<file path="src/rtl/cu_pkg.sv">
`default_nettype none
// ============================================================================
// Module   : cu_pkg
// Purpose  : Shared types and encodings for the multicycle control unit
//            (FSM states, RV32I opcodes, write-back and branch selects).
// Revision : 1.0 - initial release
// ============================================================================
package cu_pkg;

    typedef enum logic [2:0] {
        ST_FETCH  = 3'd0,
        ST_DECODE = 3'd1,
        ST_EXEC   = 3'd2,
        ST_MEM    = 3'd3,
        ST_WB     = 3'd4,
        ST_TRAP   = 3'd5
    } cu_state_t;

    localparam logic [6:0] c_op_rtype  = 7'b0110011;
    localparam logic [6:0] c_op_iarith = 7'b0010011;
    localparam logic [6:0] c_op_load   = 7'b0000011;
    localparam logic [6:0] c_op_store  = 7'b0100011;
    localparam logic [6:0] c_op_branch = 7'b1100011;
    localparam logic [6:0] c_op_jal    = 7'b1101111;
    localparam logic [6:0] c_op_jalr   = 7'b1100111;
    localparam logic [6:0] c_op_lui    = 7'b0110111;
    localparam logic [6:0] c_op_auipc  = 7'b0010111;

    localparam logic [1:0] c_wb_alu = 2'b00;
    localparam logic [1:0] c_wb_mem = 2'b01;
    localparam logic [1:0] c_wb_pc4 = 2'b10;

    localparam logic [4:0] c_br_none     = 5'b00000;
    localparam logic [1:0] c_br_cond_pfx = 2'b01;
    localparam logic [4:0] c_br_jump     = 5'b10000;

    localparam logic [2:0] c_imm_i = 3'd0;
    localparam logic [2:0] c_imm_s = 3'd1;
    localparam logic [2:0] c_imm_b = 3'd2;
    localparam logic [2:0] c_imm_u = 3'd3;
    localparam logic [2:0] c_imm_j = 3'd4;

    localparam logic [3:0] c_alu_add    = 4'b0000;
    localparam logic [3:0] c_alu_pass_b = 4'b1111;

    // Static, state-independent view of the instruction held in the IR
    typedef struct packed {
        logic       legal;
        logic       is_load;
        logic       is_store;
        logic       is_branch;
        logic       is_jump;
        logic       is_muldiv;
        logic       alu_a_src;
        logic       alu_b_src;
        logic [2:0] imm_sel;
        logic [3:0] alu_op;
        logic [1:0] wb_src;
        logic [2:0] funct3;
    } dec_t;

endpackage
`default_nettype wire

</file>
<file path="src/rtl/multicycle_control_unit_if.sv">
`default_nettype none
// ============================================================================
// Module   : multicycle_control_unit_if
// Purpose  : Memory request/ready handshake between control unit and memory.
// Revision : 1.0 - initial release
// ============================================================================
interface multicycle_control_unit_if;
    logic       mem_req;
    logic       mem_we;
    logic [2:0] dm_ctrl;
    logic       mem_ready;

    modport master (output mem_req, output mem_we, output dm_ctrl, input mem_ready);
    modport slave  (input mem_req, input mem_we, input dm_ctrl, output mem_ready);
endinterface
`default_nettype wire

</file>
<file path="src/rtl/cu_decoder.sv">
`default_nettype none
// ============================================================================
// Module   : cu_decoder
// Purpose  : Combinational instruction decoder: static control fields and a
//            legality flag. MULDIV_EN makes Funct7=0000001 R-type legal.
// Revision : 1.0 - initial release
// ============================================================================
module cu_decoder
    import cu_pkg::*;
(
    input  logic [31:0] instr,
    output dec_t        dec
);

    logic [6:0] w_opcode;
    logic [2:0] w_funct3;
    logic [6:0] w_funct7;
    logic       w_unused;

    assign w_opcode = instr[6:0];
    assign w_funct3 = instr[14:12];
    assign w_funct7 = instr[31:25];
    assign w_unused = ^{instr[24:15], instr[11:7]};

    always_comb begin
        dec        = '0;
        dec.funct3 = w_funct3;
        case (w_opcode)
            c_op_rtype: begin
                dec.alu_op = {w_funct7[5], w_funct3};
                dec.wb_src = c_wb_alu;
                if (w_funct7 == 7'b0000000) begin
                    dec.legal = 1'b1;
                end else if (w_funct7 == 7'b0100000) begin
                    dec.legal = (w_funct3 == 3'b000) || (w_funct3 == 3'b101);
                end else if (w_funct7 == 7'b0000001) begin
`ifdef MULDIV_EN
                    dec.legal     = 1'b1;
                    dec.is_muldiv = 1'b1;
`else
                    dec.legal     = 1'b0;
`endif
                end
            end
            c_op_iarith: begin
                dec.alu_b_src = 1'b1;
                dec.imm_sel   = c_imm_i;
                // Only the right shifts carry an arithmetic/logical bit in Funct7
                if (w_funct3 == 3'b101) begin
                    dec.alu_op = {w_funct7[5], w_funct3};
                    dec.legal  = (w_funct7 == 7'b0000000) || (w_funct7 == 7'b0100000);
                end else begin
                    dec.alu_op = {1'b0, w_funct3};
                    dec.legal  = (w_funct3 != 3'b001) || (w_funct7 == 7'b0000000);
                end
            end
            c_op_load: begin
                dec.is_load   = 1'b1;
                dec.alu_b_src = 1'b1;
                dec.imm_sel   = c_imm_i;
                dec.alu_op    = c_alu_add;
                dec.wb_src    = c_wb_mem;
                dec.legal     = w_funct3 inside {3'b000, 3'b001, 3'b010, 3'b100, 3'b101};
            end
            c_op_store: begin
                dec.is_store  = 1'b1;
                dec.alu_b_src = 1'b1;
                dec.imm_sel   = c_imm_s;
                dec.alu_op    = c_alu_add;
                dec.legal     = (w_funct3 <= 3'b010);
            end
            c_op_branch: begin
                dec.is_branch = 1'b1;
                dec.imm_sel   = c_imm_b;
                dec.alu_op    = c_alu_add;
                dec.legal     = (w_funct3 != 3'b010) && (w_funct3 != 3'b011);
            end
            c_op_jal: begin
                dec.is_jump   = 1'b1;
                dec.alu_a_src = 1'b1;
                dec.alu_b_src = 1'b1;
                dec.imm_sel   = c_imm_j;
                dec.alu_op    = c_alu_add;
                dec.wb_src    = c_wb_pc4;
                dec.legal     = 1'b1;
            end
            c_op_jalr: begin
                dec.is_jump   = 1'b1;
                dec.alu_b_src = 1'b1;
                dec.imm_sel   = c_imm_i;
                dec.alu_op    = c_alu_add;
                dec.wb_src    = c_wb_pc4;
                dec.legal     = (w_funct3 == 3'b000);
            end
            c_op_lui: begin
                dec.alu_b_src = 1'b1;
                dec.imm_sel   = c_imm_u;
                dec.alu_op    = c_alu_pass_b;
                dec.legal     = 1'b1;
            end
            c_op_auipc: begin
                dec.alu_a_src = 1'b1;
                dec.alu_b_src = 1'b1;
                dec.imm_sel   = c_imm_u;
                dec.alu_op    = c_alu_add;
                dec.legal     = 1'b1;
            end
            default: dec.legal = 1'b0;
        endcase
    end

endmodule
`default_nettype wire

</file>
<file path="src/rtl/multicycle_control_unit.sv">
`default_nettype none
// ============================================================================
// Module   : multicycle_control_unit
// Purpose  : RV32I multicycle control FSM with memory-wait timeout and sticky
//            trap. Optional MULDIV_EN adds a mul/div start/done handshake.
// Revision : 1.0 - initial release
// ============================================================================
module multicycle_control_unit
    import cu_pkg::*;
#(
    parameter int ALUOP_W = 4,
    parameter int IMM_W   = 3,
    parameter int WAIT_W  = 4
) (
    input  logic                      clk,
    input  logic                      rst_n,
    multicycle_control_unit_if.master mem,
    input  logic [31:0]               instr,
    input  logic                      br_taken,
`ifdef MULDIV_EN
    input  logic                      md_done,
    output logic                      md_start,
    output logic [2:0]                md_op,
`endif
    output logic                      ir_wr,
    output logic                      pc_wr,
    output logic                      alu_a_src,
    output logic                      alu_b_src,
    output logic [IMM_W-1:0]          imm_src,
    output logic [ALUOP_W-1:0]        alu_op,
    output logic [1:0]                ru_data_wr_src,
    output logic                      ru_wr,
    output logic [4:0]                br_op,
    output logic [2:0]                state_o,
    output logic                      illegal,
    output logic                      timeout
);

    localparam logic [WAIT_W-1:0] c_wait_one  = {{(WAIT_W-1){1'b0}}, 1'b1};
    // Last count from which one more stalled cycle reaches 2^WAIT_W-1
    localparam logic [WAIT_W-1:0] c_wait_last = ~c_wait_one;

    cu_state_t         r_state;
    cu_state_t         w_state_nxt;
    logic [WAIT_W-1:0] r_wait;
    logic              r_illegal;
    logic              r_timeout;
    dec_t              w_dec;
    logic              w_mem_phase;
    logic              w_ready_seen;
    logic              w_md_wait;
    logic              w_wait_inc;
    logic              w_wait_hit;
    logic              w_set_illegal;
    logic              w_set_timeout;
    logic              w_unused;

    cu_decoder u_decoder (
        .instr (instr),
        .dec   (w_dec)
    );

    // The datapath consumes br_taken directly; the FSM never branches on it
    assign w_unused     = br_taken;
    assign w_mem_phase  = (r_state == ST_FETCH) || (r_state == ST_MEM);
    assign w_ready_seen = w_mem_phase && mem.mem_ready;
    assign w_wait_inc   = (w_mem_phase && !mem.mem_ready) || w_md_wait;
    assign w_wait_hit   = w_wait_inc && (r_wait == c_wait_last);

`ifdef MULDIV_EN
    logic r_md_started;

    assign w_md_wait = (r_state == ST_EXEC) && w_dec.is_muldiv && !md_done;

    always_ff @(posedge clk or negedge rst_n) begin
        if (!rst_n) begin
            r_md_started <= 1'b0;
        end else begin
            r_md_started <= (r_state == ST_EXEC) && (w_state_nxt == ST_EXEC);
        end
    end
`else
    assign w_md_wait = 1'b0;
`endif

    always_ff @(posedge clk or negedge rst_n) begin
        if (!rst_n) begin
            r_state <= ST_FETCH;
        end else begin
            r_state <= w_state_nxt;
        end
    end

    always_ff @(posedge clk or negedge rst_n) begin
        if (!rst_n) begin
            r_wait    <= '0;
            r_illegal <= 1'b0;
            r_timeout <= 1'b0;
        end else begin
            if ((w_state_nxt != r_state) || w_ready_seen) begin
                r_wait <= '0;
            end else if (w_wait_inc) begin
                r_wait <= r_wait + c_wait_one;
            end
            if (w_set_illegal) begin
                r_illegal <= 1'b1;
            end
            if (w_set_timeout) begin
                r_timeout <= 1'b1;
            end
        end
    end

    always_comb begin
        w_state_nxt   = r_state;
        w_set_illegal = 1'b0;
        w_set_timeout = 1'b0;
        case (r_state)
            ST_FETCH: begin
                if (mem.mem_ready) begin
                    w_state_nxt = ST_DECODE;
                end else if (w_wait_hit) begin
                    w_state_nxt   = ST_TRAP;
                    w_set_timeout = 1'b1;
                end
            end
            ST_DECODE: begin
                if (w_dec.legal) begin
                    w_state_nxt = ST_EXEC;
                end else begin
                    w_state_nxt   = ST_TRAP;
                    w_set_illegal = 1'b1;
                end
            end
            ST_EXEC: begin
                if (w_dec.is_branch) begin
                    w_state_nxt = ST_FETCH;
                end else if (w_dec.is_load || w_dec.is_store) begin
                    w_state_nxt = ST_MEM;
`ifdef MULDIV_EN
                end else if (w_dec.is_muldiv) begin
                    if (md_done) begin
                        w_state_nxt = ST_WB;
                    end else if (w_wait_hit) begin
                        w_state_nxt   = ST_TRAP;
                        w_set_timeout = 1'b1;
                    end
`endif
                end else begin
                    w_state_nxt = ST_WB;
                end
            end
            ST_MEM: begin
                if (mem.mem_ready) begin
                    w_state_nxt = w_dec.is_store ? ST_FETCH : ST_WB;
                end else if (w_wait_hit) begin
                    w_state_nxt   = ST_TRAP;
                    w_set_timeout = 1'b1;
                end
            end
            ST_WB:   w_state_nxt = ST_FETCH;
            default: w_state_nxt = ST_TRAP;
        endcase
    end

    // Every enable is qualified by rst_n so reset kills them in the same cycle
    always_comb begin
        ir_wr          = 1'b0;
        pc_wr          = 1'b0;
        mem.mem_req    = 1'b0;
        mem.mem_we     = 1'b0;
        mem.dm_ctrl    = '0;
        alu_a_src      = 1'b0;
        alu_b_src      = 1'b0;
        imm_src        = '0;
        alu_op         = '0;
        ru_data_wr_src = c_wb_alu;
        ru_wr          = 1'b0;
        br_op          = c_br_none;
`ifdef MULDIV_EN
        md_start       = 1'b0;
        md_op          = '0;
`endif
        if (rst_n) begin
            case (r_state)
                ST_FETCH: begin
                    mem.mem_req = 1'b1;
                    ir_wr       = mem.mem_ready;
                end
                ST_EXEC: begin
                    alu_op[3:0]  = w_dec.alu_op;
                    imm_src[2:0] = w_dec.imm_sel;
                    alu_a_src    = w_dec.alu_a_src;
                    alu_b_src    = w_dec.alu_b_src;
                    if (w_dec.is_branch) begin
                        br_op = {c_br_cond_pfx, w_dec.funct3};
                        pc_wr = 1'b1;
                    end
`ifdef MULDIV_EN
                    if (w_dec.is_muldiv) begin
                        md_start = !r_md_started;
                        md_op    = w_dec.funct3;
                    end
`endif
                end
                ST_MEM: begin
                    mem.mem_req = 1'b1;
                    mem.mem_we  = w_dec.is_store;
                    mem.dm_ctrl = w_dec.funct3;
                    pc_wr       = w_dec.is_store && mem.mem_ready;
                end
                ST_WB: begin
                    ru_wr          = 1'b1;
                    pc_wr          = 1'b1;
                    ru_data_wr_src = w_dec.wb_src;
                    if (w_dec.is_jump) begin
                        br_op = c_br_jump;
                    end
                end
                default: ;
            endcase
        end
    end

    assign state_o = r_state;
    assign illegal = r_illegal;
    assign timeout = r_timeout;

endmodule
`default_nettype wire

</file>
<file path="src/flat_wrapper.sv">
// flat-port wrapper written by rule: the top's interface ports become plain ports
module multicycle_control_unit_flat import cu_pkg::*;
#(
    parameter int ALUOP_W = 4,
    parameter int IMM_W   = 3,
    parameter int WAIT_W  = 4
)
  (clk, rst_n, instr, br_taken, ir_wr, pc_wr, alu_a_src, alu_b_src, imm_src, alu_op, ru_data_wr_src, ru_wr, br_op, state_o, illegal, timeout, mem_mem_req, mem_mem_we, mem_dm_ctrl, mem_mem_ready);
  multicycle_control_unit_if mem_i ();
  input  logic clk;
  input  logic rst_n;
  input  logic [31:0] instr;
  input  logic br_taken;
  output logic ir_wr;
  output logic pc_wr;
  output logic alu_a_src;
  output logic alu_b_src;
  output logic [IMM_W-1:0] imm_src;
  output logic [ALUOP_W-1:0] alu_op;
  output logic [1:0] ru_data_wr_src;
  output logic ru_wr;
  output logic [4:0] br_op;
  output logic [2:0] state_o;
  output logic illegal;
  output logic timeout;
  output wire logic [$bits(mem_i.mem_req)-1:0] mem_mem_req;
  output wire logic [$bits(mem_i.mem_we)-1:0] mem_mem_we;
  output wire logic [$bits(mem_i.dm_ctrl)-1:0] mem_dm_ctrl;
  input wire logic [$bits(mem_i.mem_ready)-1:0] mem_mem_ready;
  assign mem_mem_req = mem_i.mem_req;
  assign mem_mem_we = mem_i.mem_we;
  assign mem_dm_ctrl = mem_i.dm_ctrl;
  assign mem_i.mem_ready = mem_mem_ready;
  multicycle_control_unit #(.ALUOP_W(ALUOP_W), .IMM_W(IMM_W), .WAIT_W(WAIT_W)) u_core (.clk(clk), .rst_n(rst_n), .mem(mem_i), .instr(instr), .br_taken(br_taken), .ir_wr(ir_wr), .pc_wr(pc_wr), .alu_a_src(alu_a_src), .alu_b_src(alu_b_src), .imm_src(imm_src), .alu_op(alu_op), .ru_data_wr_src(ru_data_wr_src), .ru_wr(ru_wr), .br_op(br_op), .state_o(state_o), .illegal(illegal), .timeout(timeout));
endmodule
</file>
<file path="config.mk">
export PLATFORM = sky130hd
export DESIGN_NAME = multicycle_control_unit_flat
export DESIGN_NICKNAME = d
export VERILOG_FILES = /design/src/rtl/cu_pkg.sv /design/src/rtl/multicycle_control_unit_if.sv /design/src/rtl/cu_decoder.sv /design/src/rtl/multicycle_control_unit.sv /design/src/flat_wrapper.sv
export SDC_FILE = /design/constraint.sdc
export NUM_CORES = 1
export LEC_CHECK = 0
export CORE_UTILIZATION = 42
export DETAILED_ROUTE_END_ITERATION = 8
export PLACE_DENSITY = 0.87
export SLEW_MARGIN = 10
export SYNTH_ARGS = -nofsm -noshare
export SYNTH_HDL_FRONTEND = slang
export SYNTH_SLANG_ARGS = --single-unit
</file>
<file path="constraint.sdc">
create_clock -name clk -period 4.2 [get_ports clk]
set_input_delay 0.63 -clock clk [delete_from_list [all_inputs] [get_ports clk]]
set_output_delay 0.63 -clock clk [all_outputs]
set_load 0.05 [all_outputs]
</file>
# Word-level counts from Yosys, hierarchy flattened
# Index checks and enable logic that the tools add are counted.
word_totals:
  ff_bits: 9
  out_inout_bits: 29
  wordCells: 108
op_classes:
  n_addsub: 1
  order_cmp: 1
  eq_ne: 23
  n_mux: 56
  n_reduce_logical: 23
ops:
  columns: ["operator", "count"]
  rows:
  - ["$mux 3", 11]
  - ["$eq 7x6->1 const B", 4]
  - ["$mux 1", 28]
  - ["$mux 4", 6]
  - ["$eq 7x7->1 const B", 3]
  - ["$pmux 3 s5", 1]
  - ["$eq 7x5->1 const B", 2]
  - ["$pmux 3 s4", 1]
  - ["$pmux 4 s3", 1]
  - ["$mux 5", 2]
  - ["$pmux 5 s2", 1]
  - ["$eq 3x2->1 const B", 3]
  - ["$eq 3x3->1 const B", 3]
  - ["$reduce_or 2->1", 4]
  - ["$eq 7x2->1 const B", 1]
  - ["$logic_not 7->1", 1]
  - ["$pmux 1 s7", 1]
  - ["$reduce_or 7->1", 1]
  - ["$eq 3x1->1 const B", 2]
  - ["$logic_not 3->1", 2]
  - ["$logic_or 1x1->1", 6]
  - ["$ne 3x2->1 const B", 2]
  - ["$logic_and 1x1->1", 5]
  - ["$reduce_bool 5->1", 1]
  - ["other kinds (11)", 12]

# Logic depth before layout (Yosys ltp)
logic_depth:
  word_depth: 10
  ltp_mapped: 7
  ltp_nobuf: 7

# Modules after synthesis
# Synthesis repeated with hierarchy kept, for this count alone.
hier_totals:
  hier_cells: 162
  hier_area_um2: 1275.0
modules_own_cells:
  columns: ["mod", "n_inst", "cells_each", "area_per_inst_um2", "seq_area_each_um2"]
  rows:
  - ["multicycle_control_unit", 1, 98, 870.8, 225.2]
  - ["cu_decoder", 1, 64, 404.1, 0.0]

# Least setup slack after synthesis
# OpenSTA, ideal clock, no wires.
synth_path:
  path_kind: "input -> output"
  from: "in instr[5]"
  to: "out imm_src[1]"
  arrival_ns: 3.617
  required_time_ns: 3.570
  slack_ns: -0.047
  cell_stages: 4
  path_cell_list: "buf_2 nor3b_1 nand2_1 a2111oi_0"
synth_between:
  elab_chain_len: 5
synth_rtl:
  columns: ["element", "line", "text"]
  rows:
  - ["from (decl)", "flat_wrapper.sv:12", "input logic [31:0] instr;"]
  - ["$eq 7x5->1 / $eq 7x6->1 (equally long branches)", "cu_decoder.sv:28", "case (w_opcode)"]
  - ["$reduce_or 2->1 (no source line)", null, null]
  - ["$pmux 3 s4 *", "cu_decoder.sv:28", null]
  - ["$mux 3 *", "multicycle_control_unit.sv:185", "case (r_state)"]
  - ["$mux 3 *", "multicycle_control_unit.sv:184", "if (rst_n) begin"]
  - ["to (decl)", "flat_wrapper.sv:18", "output logic [IMM_W-1:0] imm_src;"]
# Every way passes the cells marked *; elsewhere a longest branch is shown, timed or not.

# Final worst setup path
layout_path:
  from: "in instr[4]"
  to: "out alu_op[0]"
layout_between:
  elab_chain_len: 4
layout_rtl:
  columns: ["element", "line", "text"]
  rows:
  - ["$eq 7x6->1 / $eq 7x5->1 (equally long branches)", "cu_decoder.sv:28", null]
  - ["$pmux 4 s3 *", "cu_decoder.sv:28", null]
  - ["$mux 4 *", "multicycle_control_unit.sv:185", null]
  - ["$mux 4 *", "multicycle_control_unit.sv:184", null]
  - ["to (decl)", "flat_wrapper.sv:19", "output logic [ALUOP_W-1:0] alu_op;"]
# Marked as above.

==> results.yml <==
pwr:
  leakage_nw: 0.6205
  intPower_mw: 0.1501
  irDropWorstVdd_uv: 215.0
  clkPwrFrac: 0.334
  power_density_mw_per_mm2: 124.8
  power.switching_mw: 0.05889
  p_sw_frac: 0.2818
  combPwrFrac: 0.249
  p_seq_frac: 0.416
clock_tree:
  cts_buffers: 3
  clockBufferDepth: 2
  cts_root_buffer: "clkbuf_4"
  cts_tree: "yes"
  h-tree-depth: 1
  cts_setup_buffers: 0
  path_clk_slew_ns: 0.06
  clk-insertion-delay-late_ns: 0.27
  clock_sinks: 9
  hold_buffers: 0
  cts_resized: 0
min_path:
  whs_endpoint: "u_core.illegal$_DFFE_PN0P_"
  worstHoldStart: "u_core.illegal$_DFFE_PN0P_"
  hold_path_depth: 1
  holdCritPathClass: "reg2reg"
critical_path:
  r2r-start: "u_core.r_wait[0]$_DFFE_PN0P_"
  path_class: "in2out"
  max_stage_delay_ns: 0.85
  cp_max_fo: 10
  cp-startpoint: "instr[4]"
  path_cells: "clkdlybuf4s50_1 > nand3b_1 > nor3_2 > nand2_1 > a21oi_1 > clkdlybuf4s50_1"
  cp_top_family: "buffers and inverters"
  crit_top_cell: "clkdlybuf4s50_1"
  reg2reg_slack_ns: 2.25
  crit_buf_inv: 2
  cp-start-kind: "input port"
  worstSetupEndpointType: "output port"
  required_ns: 3.57
  reg2reg_depth: 7
  reg2reg_to: "u_core.r_wait[1]$_DFFE_PN0P_"
  critPathArrivalTime_ns: 3.11
  critPathSlowestCell: "clkdlybuf4s50_1"
drt:
  wl_per_cell_um: 15.62
  first_pass_iters: 4
  route.vias.total: 1421
  finalWirelength_um: 3623
  drtIter0Drc: 37
  drc: 0
  ant_nets: 0
  vias_per_cell: 6.125
synth:
  synth_edf_count: 0
  synth_warnings: 0
  synth_cells: 155
  synth_cell_type_count: 52
  syn_nets: 193
  seq_area_frac_synth: 0.1952
  syn_area_per_cell_um2: 7.443
  synth_area_leaders: "dfrtp_1 (20%), a21oi_1 (5.6%), nand2_1 (5.5%), nand3_1 (4.3%), and2_1 (3.3%)"
  synth_top_flop_cell: "dfrtp_1"
  synth_seq_cells: 9
  syn-cell-area_mm2: 0.001154
  synth_area_leader_cell: "dfrtp_1"
  synth_top_area_share: 0.1952
  synthArstFlopShare: 1.000
placement:
  place_congestion: 0.9378
  dp.final_hpwl_um: 2818
  port_buffers: 48
  dp_cells: 228
floorplanning:
  die_w_um: 54.41
  top_level_ports: 65
  rows: 18
  start_util: 0.4533
  die_y_um: 54.41
  dieArea_mm2: 0.002960
  core_mm2: 0.002545
finish:
  diodes: 0
  nets: 241
  areaGrowthSynthToFinish_pct: 45.12
  n_fill_cell: 221
  multi_input_area_um2: 859.6
  register_area_um2: 225.2
  finalNonFillerCells: 232
  drive_gt1_frac: 0.1040
sta:
  rsz0062_at_grt: "no"
  worst_pin_slew_ns: 0.5178
  finalSetupViolCount: 0
  finClkSkew_ns: 0.008821
  drv_slew: 0
  fmaxAchievable_ghz: 0.2675
  slew_headroom: 0.6519
  setup-tns-final_ns: 0
  period_minus_slack_ns: 3.739
  fin_crit_sh: 0.8901
  finalHoldViolations: 0
global_route:
  track_usage: 0.2639
  grt_pass1_vias: 1268
  antenna_found_initial: 0
  grt_pass1_wl_um: 5595
  grt_overflow: 0
  grt_max_degree: 17
run_status:
  status: "completed"
flow_run:
  drv_cap: 0
-- through the flow --
step	instance area (um2)	util	power (mW)	hold WS, ns	worst slack (ns)
2_1_floorplan	1155	-	0.1115	0.3344	0.6085
3_3_place_gp	1648	0.6475	0.1383	0.4650	0.5660
3_5_place_dp	1648	0.6475	0.1405	0.4636	0.4799
4_1_cts	1674	0.6578	0.2101	0.4777	0.4805
5_1_grt	1674	0.6578	0.2202	0.5123	0.3471
6_report	1674	0.6578	0.2090	0.4757	0.4614
-- registers in the layout, summed over array words and instances (netlist names) --
signal / cells
u_core.r_wait: 4
u_core.timeout: 1
u_core.illegal: 1
u_core.state_o: 3
-- power groups by stage --
stage	combinational, mW	sequential (mW)	clock (mW)
final	0.0521	0.0870	0.0698
after global placement	0.0496	0.0887	0
after global routing	0.0559	0.0870	0.0773
after CTS	0.0519	0.0870	0.0712
after floorplan	0.0218	0.0897	0
after detailed placement	0.0518	0.0887	0
-- layer usage --
| layer | vias to the layer above | part of all wire | GRT usage |
|---|---|---|---|
| li1 | 670 | - | - |
| met1 | 676 | 0.39 | 0.3094 |
| met2 | 71 | 0.53 | 0.4776 |
| met3 | 4 | 0.067 | 0.05556 |
| met4 | 0 | 0.010 | 0.07265 |
| met5 | - | 0 | 0 |
-- cells in the mapped netlist (5+ instances only) --
cell type / n
nand2_1: 17
a21oi_1: 13
nand3_1: 10
nor2_1: 10
dfrtp_1: 9
inv_1: 7
nor3_1: 7
and2_1: 6
and3_1: 5
buf_2: 5
nand2b_1: 5
o21ai_0: 5
-- cells by family (layout without fill, tap and decap cells) --
group	Yosys count	after routing	share of synthesized area
xor+xnor	4	4	0.03037
buf+inv	16	63	0.06074
simple gates	79	79	0.3742
flops	9	9	0.1952
fa+ha+maj	2	2	0.02169
mux	1	1	0.008677
compound gates	44	44	0.3091
-- worst max-delay path by stage --
stage / endpoint / slack, ns / cells after the start
detailed placement: alu_op[2] / 0.48 / 6
floorplan: imm_src[1] / 0.61 / 4
finish: alu_op[0] / 0.46 / 6
global route: pc_wr / 0.35 / 6
CTS: alu_op[2] / 0.48 / 6
global placement: imm_src[1] / 0.57 / 5
-- layout by cell type, fill, tap and decap left out, drive strengths merged, types with 4 or more instances in the layout --
master	count
nor2	10
o21ai	7
nand2b	5
clkdlybuf4s50	45
and3	5
nor2b	4
and2	6
clkbuf	4
nand3	10
dfrtp	9
inv	8
buf	6
nor3	8
nand2	17
a21oi	13
-- layout make-up --
cell class              count  area share
inverters                   8     0.01794
well taps                  30     0.02242
flip-flops and latches      9      0.1345
clock buffers               4     0.01570
repair buffers             51      0.2960
multi-input cells         130      0.5135
-- worst reg2reg max path, cell delays in order (launching register included) --
cell	delay, ns
dfrtp_1	0.42
inv_1	0.07
ha_1	0.22
a31oi_1	0.36
o2bb2a_4	0.21
o311ai_2	0.32
nand3_1	0.14
a21oi_1	0.14
No activity file was read; power rests on OpenSTA's default activity.
